===== config.mk =====
export PLATFORM = sky130hd
export DESIGN_NAME = hall_conditioner
export DESIGN_NICKNAME = d
export VERILOG_FILES = /design/src/rtl/bldc_pkg.sv /design/src/rtl/hall_glitch_filter.sv /design/src/rtl/hall_conditioner.sv
export SDC_FILE = /design/constraint.sdc
export NUM_CORES = 1
export LEC_CHECK = 0
export CAP_MARGIN = 20
export CORE_UTILIZATION = 51
export DETAILED_ROUTE_END_ITERATION = 16
export PLACE_DENSITY = 0.72
export SYNTH_ARGS = -nofsm -noshare
export SYNTH_HDL_FRONTEND = slang
export SYNTH_SLANG_ARGS = --single-unit

===== constraint.sdc =====
create_clock -name clk -period 5.4 [get_ports clk]
set_input_delay 1.08 -clock clk [delete_from_list [all_inputs] [get_ports clk]]
set_output_delay 1.08 -clock clk [all_outputs]
set_load 0.05 [all_outputs]

===== src/rtl/bldc_pkg.sv =====
// Hall code constants and sequence helpers shared by the Hall front-end and the commutator.
package bldc_pkg;

    localparam logic [2:0] H001     = 3'b001;
    localparam logic [2:0] H101     = 3'b101;
    localparam logic [2:0] H100     = 3'b100;
    localparam logic [2:0] H110     = 3'b110;
    localparam logic [2:0] H010     = 3'b010;
    localparam logic [2:0] H011     = 3'b011;
    localparam logic [2:0] HALL_RST = 3'b001;

    // Forward rotation order: 001 -> 101 -> 100 -> 110 -> 010 -> 011 -> 001.
    function automatic logic [2:0] hall_next(input logic [2:0] code);
        case (code)
            H001:    return H101;
            H101:    return H100;
            H100:    return H110;
            H110:    return H010;
            H010:    return H011;
            H011:    return H001;
            default: return code;
        endcase
    endfunction

    function automatic logic [2:0] hall_prev(input logic [2:0] code);
        case (code)
            H001:    return H011;
            H011:    return H010;
            H010:    return H110;
            H110:    return H100;
            H100:    return H101;
            H101:    return H001;
            default: return code;
        endcase
    endfunction

    function automatic logic hall_legal(input logic [2:0] code);
        return (code != 3'b000) && (code != 3'b111);
    endfunction

endpackage


===== src/rtl/hall_glitch_filter.sv =====
// 2-FF synchroniser plus stability counter; emits a registered one-shot acceptance strobe.
// Latency: FILT_LEN+2 edges from first sample to strobe; no backpressure.
module hall_glitch_filter
    import bldc_pkg::*;
#(
    parameter int FILT_LEN = 4
) (
    input  logic       clk,
    input  logic       reset,
    input  logic [2:0] raw_i,
    input  logic [2:0] hall_i,
    output logic       acc_vld_o,
    output logic [2:0] acc_dat_o
);

    localparam int CNT_W = (FILT_LEN > 1) ? $clog2(FILT_LEN) : 1;
    localparam logic [CNT_W-1:0] CNT_LAST = CNT_W'(FILT_LEN - 1);

    logic [2:0]       s1_q, s2_q;
    logic [2:0]       cand_q, cand_d;
    logic [CNT_W-1:0] cnt_q, cnt_d;
    logic             fired_q, fired_d;
    logic             acc_vld_q, acc_vld_d;
    logic [2:0]       acc_dat_q;

    // fired_q makes acceptance one-shot per candidate, so a stable illegal code reports once.
    always_comb begin
        cand_d    = cand_q;
        cnt_d     = cnt_q;
        fired_d   = fired_q;
        acc_vld_d = 1'b0;
        if (s2_q != cand_q) begin
            cand_d  = s2_q;
            cnt_d   = '0;
            fired_d = 1'b0;
        end else begin
            if (cnt_q != CNT_LAST) cnt_d = cnt_q + CNT_W'(1);
            if ((cnt_q == CNT_LAST) && (cand_q != hall_i) && !fired_q) begin
                acc_vld_d = 1'b1;
                fired_d   = 1'b1;
            end
        end
    end

    always_ff @(posedge clk) begin
        if (reset) begin
            s1_q      <= HALL_RST;
            s2_q      <= HALL_RST;
            cand_q    <= HALL_RST;
            cnt_q     <= '0;
            fired_q   <= 1'b0;
            acc_vld_q <= 1'b0;
            acc_dat_q <= HALL_RST;
        end else begin
            s1_q      <= raw_i;
            s2_q      <= s1_q;
            cand_q    <= cand_d;
            cnt_q     <= cnt_d;
            fired_q   <= fired_d;
            acc_vld_q <= acc_vld_d;
            acc_dat_q <= cand_q;
        end
    end

    assign acc_vld_o = acc_vld_q;
    assign acc_dat_o = acc_dat_q;

endmodule


===== src/rtl/hall_conditioner.sv =====
// Hall front-end: filtered legal code, step/dir, period and stall; HALL_POS_CNT_EN adds a signed position count.
// Latency: raw change to hall/step is FILT_LEN+3 edges; all outputs registered, no backpressure.
module hall_conditioner
    import bldc_pkg::*;
#(
    parameter int FILT_LEN  = 4,
    parameter int PER_W     = 16,
    parameter int STALL_CYC = 50000
`ifdef HALL_POS_CNT_EN
    ,
    parameter int POS_W     = 16
`endif
) (
    input  logic             clk,
    input  logic             reset,
    input  logic             raw_u,
    input  logic             raw_v,
    input  logic             raw_w,
    output logic             hall_u,
    output logic             hall_v,
    output logic             hall_w,
    output logic             step,
    output logic             dir,
    output logic [PER_W-1:0] period,
    output logic             period_vld,
    output logic             stall,
    output logic             code_err,
    output logic             skip_err
`ifdef HALL_POS_CNT_EN
    ,
    output logic signed [POS_W-1:0] pos
`endif
);

    localparam logic [PER_W-1:0] PER_MAX  = {PER_W{1'b1}};
    localparam logic [PER_W-1:0] STALL_TH = PER_W'(STALL_CYC);

    logic             acc_vld;
    logic [2:0]       acc_dat;
    logic             acc_legal, is_fwd, is_rev, is_step;

    logic [2:0]       hall_q, hall_d;
    logic             step_q, step_d;
    logic             dir_q, dir_d;
    logic [PER_W-1:0] period_q, period_d;
    logic             period_vld_q, period_vld_d;
    logic             stall_q, stall_d;
    logic             code_err_q, code_err_d;
    logic             skip_err_q, skip_err_d;
    logic [PER_W-1:0] per_cnt_q, per_cnt_d;
    logic             ref_q, ref_d;

    hall_glitch_filter #(
        .FILT_LEN (FILT_LEN)
    ) u_filt (
        .clk       (clk),
        .reset     (reset),
        .raw_i     ({raw_u, raw_v, raw_w}),
        .hall_i    (hall_q),
        .acc_vld_o (acc_vld),
        .acc_dat_o (acc_dat)
    );

    assign acc_legal = hall_legal(acc_dat);
    assign is_fwd    = acc_vld && acc_legal && (acc_dat == hall_next(hall_q));
    assign is_rev    = acc_vld && acc_legal && (acc_dat == hall_prev(hall_q));
    assign is_step   = is_fwd || is_rev;

    // ref_q: a previous step exists that a new same-direction step may be timed against.
    always_comb begin
        hall_d       = hall_q;
        step_d       = 1'b0;
        dir_d        = dir_q;
        period_d     = period_q;
        period_vld_d = period_vld_q;
        stall_d      = stall_q;
        code_err_d   = 1'b0;
        skip_err_d   = 1'b0;
        ref_d        = ref_q;
        per_cnt_d    = (per_cnt_q == PER_MAX) ? per_cnt_q : per_cnt_q + PER_W'(1);
        if (acc_vld) begin
            if (!acc_legal) begin
                code_err_d = 1'b1;
            end else if (is_step) begin
                hall_d    = acc_dat;
                step_d    = 1'b1;
                dir_d     = is_fwd;
                per_cnt_d = PER_W'(1);
                stall_d   = 1'b0;
                ref_d     = 1'b1;
                if (ref_q && !stall_q && (dir_q == is_fwd)) begin
                    period_d     = per_cnt_q;
                    period_vld_d = 1'b1;
                end else begin
                    period_vld_d = 1'b0;
                end
            end else if (acc_dat != hall_q) begin
                hall_d       = acc_dat;
                skip_err_d   = 1'b1;
                period_vld_d = 1'b0;
                per_cnt_d    = '0;
                ref_d        = 1'b0;
            end
        end
        if (!is_step && (per_cnt_q == STALL_TH)) begin
            stall_d      = 1'b1;
            period_vld_d = 1'b0;
            ref_d        = 1'b0;
        end
    end

    always_ff @(posedge clk) begin
        if (reset) begin
            hall_q       <= HALL_RST;
            step_q       <= 1'b0;
            dir_q        <= 1'b1;
            period_q     <= '0;
            period_vld_q <= 1'b0;
            stall_q      <= 1'b0;
            code_err_q   <= 1'b0;
            skip_err_q   <= 1'b0;
            per_cnt_q    <= '0;
            ref_q        <= 1'b0;
        end else begin
            hall_q       <= hall_d;
            step_q       <= step_d;
            dir_q        <= dir_d;
            period_q     <= period_d;
            period_vld_q <= period_vld_d;
            stall_q      <= stall_d;
            code_err_q   <= code_err_d;
            skip_err_q   <= skip_err_d;
            per_cnt_q    <= per_cnt_d;
            ref_q        <= ref_d;
        end
    end

`ifdef HALL_POS_CNT_EN
    logic [POS_W-1:0] pos_q, pos_d;

    always_comb begin
        pos_d = pos_q;
        if (is_fwd)      pos_d = pos_q + POS_W'(1);
        else if (is_rev) pos_d = pos_q - POS_W'(1);
    end

    always_ff @(posedge clk) begin
        if (reset) pos_q <= '0;
        else       pos_q <= pos_d;
    end

    assign pos = pos_q;
`endif

    assign {hall_u, hall_v, hall_w} = hall_q;
    assign step       = step_q;
    assign dir        = dir_q;
    assign period     = period_q;
    assign period_vld = period_vld_q;
    assign stall      = stall_q;
    assign code_err   = code_err_q;
    assign skip_err   = skip_err_q;

endmodule

==> metrics <==
final setup violation count 0; Final HPWL DP between 4000 and 5000 microns; Cell Chain, Critical Path clkdlybuf4s50_1; CTS tree built; fmax 318 MHz; top post-synthesis cells by count 58 x dfxtp_1, 29 x nor2_1, 27 x a21oi_1; sequential area share after synthesis 38.2%; cell family with most CP delay buffers and inverters; synthesized area 0.00304 sq mm; critical path arrival about 2.1 ns; Die Width about 80 microns; Pleak ~1.2 nW; CTS H-tree depth 3; M1 GR Usage 30.1%; GR Overflow Total 0; max_slew headroom 41.0%; Post-CTS Hold Buffers 0; layout cells sized above 1 12.3%; Worst EP required 4.32 ns; R2R setup slack roughly 2.5 ns; CTS clock-pin slew for the worst setup and hold paths approximately 0.070 ns; critical path capture point hall_v; top-count cell post-synth dfxtp_1; Synth Warn # 0; WL final 6360 microns; antenna diode count 0; worst r2r src hall_q[1]$_SDFFE_PP0P_; total core area approximately 0.0056 sq mm; port bufs 29; largest area contributor in the netlist dfxtp_1; reg2reg end period[13]$_SDFFE_PP0P_; Crit Path Class flip-flop to output pin; Fin Setup TNS 0 ns; Slew @ Worst Pin roughly 0.9 ns; Post-Place Cell Area 0.00322 sq mm; DRC Markers 0; Root Driver clkbuf_8; TritonRoute pass-1 iters 4; top post-synthesis cells by area dfxtp_1 38%, xor2_1 4.9%, a21oi_1 4.4%; CP endpoint kind output pin; fin area 0.00345 sq mm; Clock Skew 0.00620 ns; worst skew pair latency about 0.33 ns; num ports 30; Clock Path Buffers 2; top cell type's share of synthesized area 38.2%; Layout Nets 352; clk sinks 58; grt met3 use 6.90%; Row Count 27; startpoint class of the critical path flip-flop; Post-CTS Setup Bufs 0; vias in the first global route 2,255; hold crit path type flip-flop to flip-flop; first-pass GRT wire length between 10,000 and 15,000 microns; starting density of the core 53.9%; average cell area after synthesis 9.19 sq um; Largest stage delay, worst path 0.93 ns; Crit-path slowest cell clkdlybuf4s50_1; stages on the worst setup path 1; worst-path fanout max 21; Hold Vio Cnt, Final 0; number of flops mapped to enable cells by yosys 0; GRT Util Overall 22.2%; Final Cycle Share 58.3%; Worst R2R Path Depth 6; Final ANT Viol Nets 0; power density over cell area 268 mW/mm^2; leading register cell type out of synthesis dfxtp_1; Routability Congestion 0.869; post-route minimum period 3.15 ns; max cap viols 0; Via density 5.77; fin. max-slew vios 0; P&R area growth vs syn 13.3%; Reg area ~0.0012 sq mm; footprint of the multi-input gates around 0.0016 sq mm; Mapped Nets approximately 340; #FFs+latches synth 58; Post-synth ARST share 0%; Worst Path Buf+Inv 1; RSZ-0062 raised after global routing no; cts repair resizes 0; status finished clean; met2 Track Usage GR around a third; Worst Setup SP hall_q[1]$_SDFFE_PP0P_; largest net degree at the start of global routing 28; clock buffer count from CTS 9; die area roughly 0.0063 sq mm; initial antenna violation count 0; # fillers 494; Post-Syn Instances 331; via count 2,428; Most Crowded Layer GR met2; peak supply drop around 220 uV; Synth cell types 59; die span in y 79.2 microns; drt initial violations 193; drt wl/cell roughly 15 microns
power by group:
group          internal (mW)  leakage, nW  switching, mW  total (mW)
sequential             0.434        0.470        0.00797       0.442
combinational         0.0130        0.616         0.0152      0.0282
clock                  0.285        0.117          0.169       0.454
sequential cells by signal, indices dropped and copies added, names as in the netlist:
signal	cells
step	1
period	16
dir	1
u_filt.acc_vld_o	1
ref_q	1
stall	1
per_cnt_q	16
u_filt.acc_dat_o	3
skip_err	1
u_filt.s2_q	3
u_filt.fired_q	1
code_err	1
u_filt.cnt_q	2
hall_q	3
u_filt.cand_q	3
period_vld	1
u_filt.s1_q	3
worst min path at each step:
stage                                     start                           to  cells past startpoint
detailed placement    u_filt.s1_q[0]$_SDFF_PP1_    u_filt.s2_q[0]$_SDFF_PP1_                      1
CTS                 u_filt.fired_q$_SDFFE_PP0P_  u_filt.acc_vld_o$_SDFF_PP0_                      1
finish                u_filt.s1_q[0]$_SDFF_PP1_    u_filt.s2_q[0]$_SDFF_PP1_                      1
floorplan             u_filt.s1_q[0]$_SDFF_PP1_    u_filt.s2_q[0]$_SDFF_PP1_                      1
global route          u_filt.s1_q[0]$_SDFF_PP1_    u_filt.s2_q[0]$_SDFF_PP1_                      1
global placement    u_filt.fired_q$_SDFFE_PP0P_  u_filt.acc_vld_o$_SDFF_PP0_                      1
cell families after synthesis:
kind of cell | synth area share (%)
buffers and inverters | 8.07
muxes | 1.03
AOI/OAI and AO/OA | 24.4
adders and majority gates | 1.23
and+or+nand+nor | 21.4
DFF | 38.2
xor gates and xnor gates | 5.76
metal layers:
metal | up-vias | share of wire [%]
met1 | 1111 | 48
met5 | - | 0
met4 | 0 | 0.94
met2 | 75 | 44
met3 | 4 | 7.0
li1 | 1238 | -
cell type report:
class,instances,area share [%]
inverters,9,0.980
well taps,72,2.61
multi-input cells,236,47.4
repair buffers,30,8.64
clock inverters,4,2.14
clock buffers,12,4.50
flip-flops and latches,58,33.7
per-stage QoR:
stage | cells | utilization [%] | hold slack (ns) | power [mW] | setup slack [ns]
after floorplan | 331 | - | 0.389 | 0.472 | 3.10
after global placement | 405 | 57.0 | 0.404 | 0.478 | 2.35
after detailed placement | 405 | 57.0 | 0.399 | 0.480 | 2.29
after CTS | 421 | 61.1 | 0.416 | 0.935 | 2.26
after global routing | 421 | 61.1 | 0.441 | 0.962 | 2.17
final | 421 | 61.1 | 0.417 | 0.924 | 2.25
placed cells by master (no fill, tap or decap), types with 7 or more instances in the layout:
| master | Yosys | layout |
|---|---|---|
| dfxtp_1 | 58 | 58 |
| nor2_1 | 29 | 29 |
| clkdlybuf4s50_1 | 0 | 29 |
| a21oi_1 | 27 | 27 |
| xor2_1 | 17 | 17 |
| o211ai_1 | 16 | 16 |
| nand2_1 | 14 | 14 |
| nand3_1 | 11 | 11 |
| nor2b_1 | 11 | 11 |
| clkbuf_8 | 0 | 11 |
| o31ai_2 | 10 | 10 |
| inv_1 | 9 | 9 |
| nand4_1 | 9 | 9 |
| o31ai_1 | 8 | 8 |
| and3_1 | 7 | 7 |
| nor3_1 | 7 | 7 |
Power figures use the tool's default switching activity.
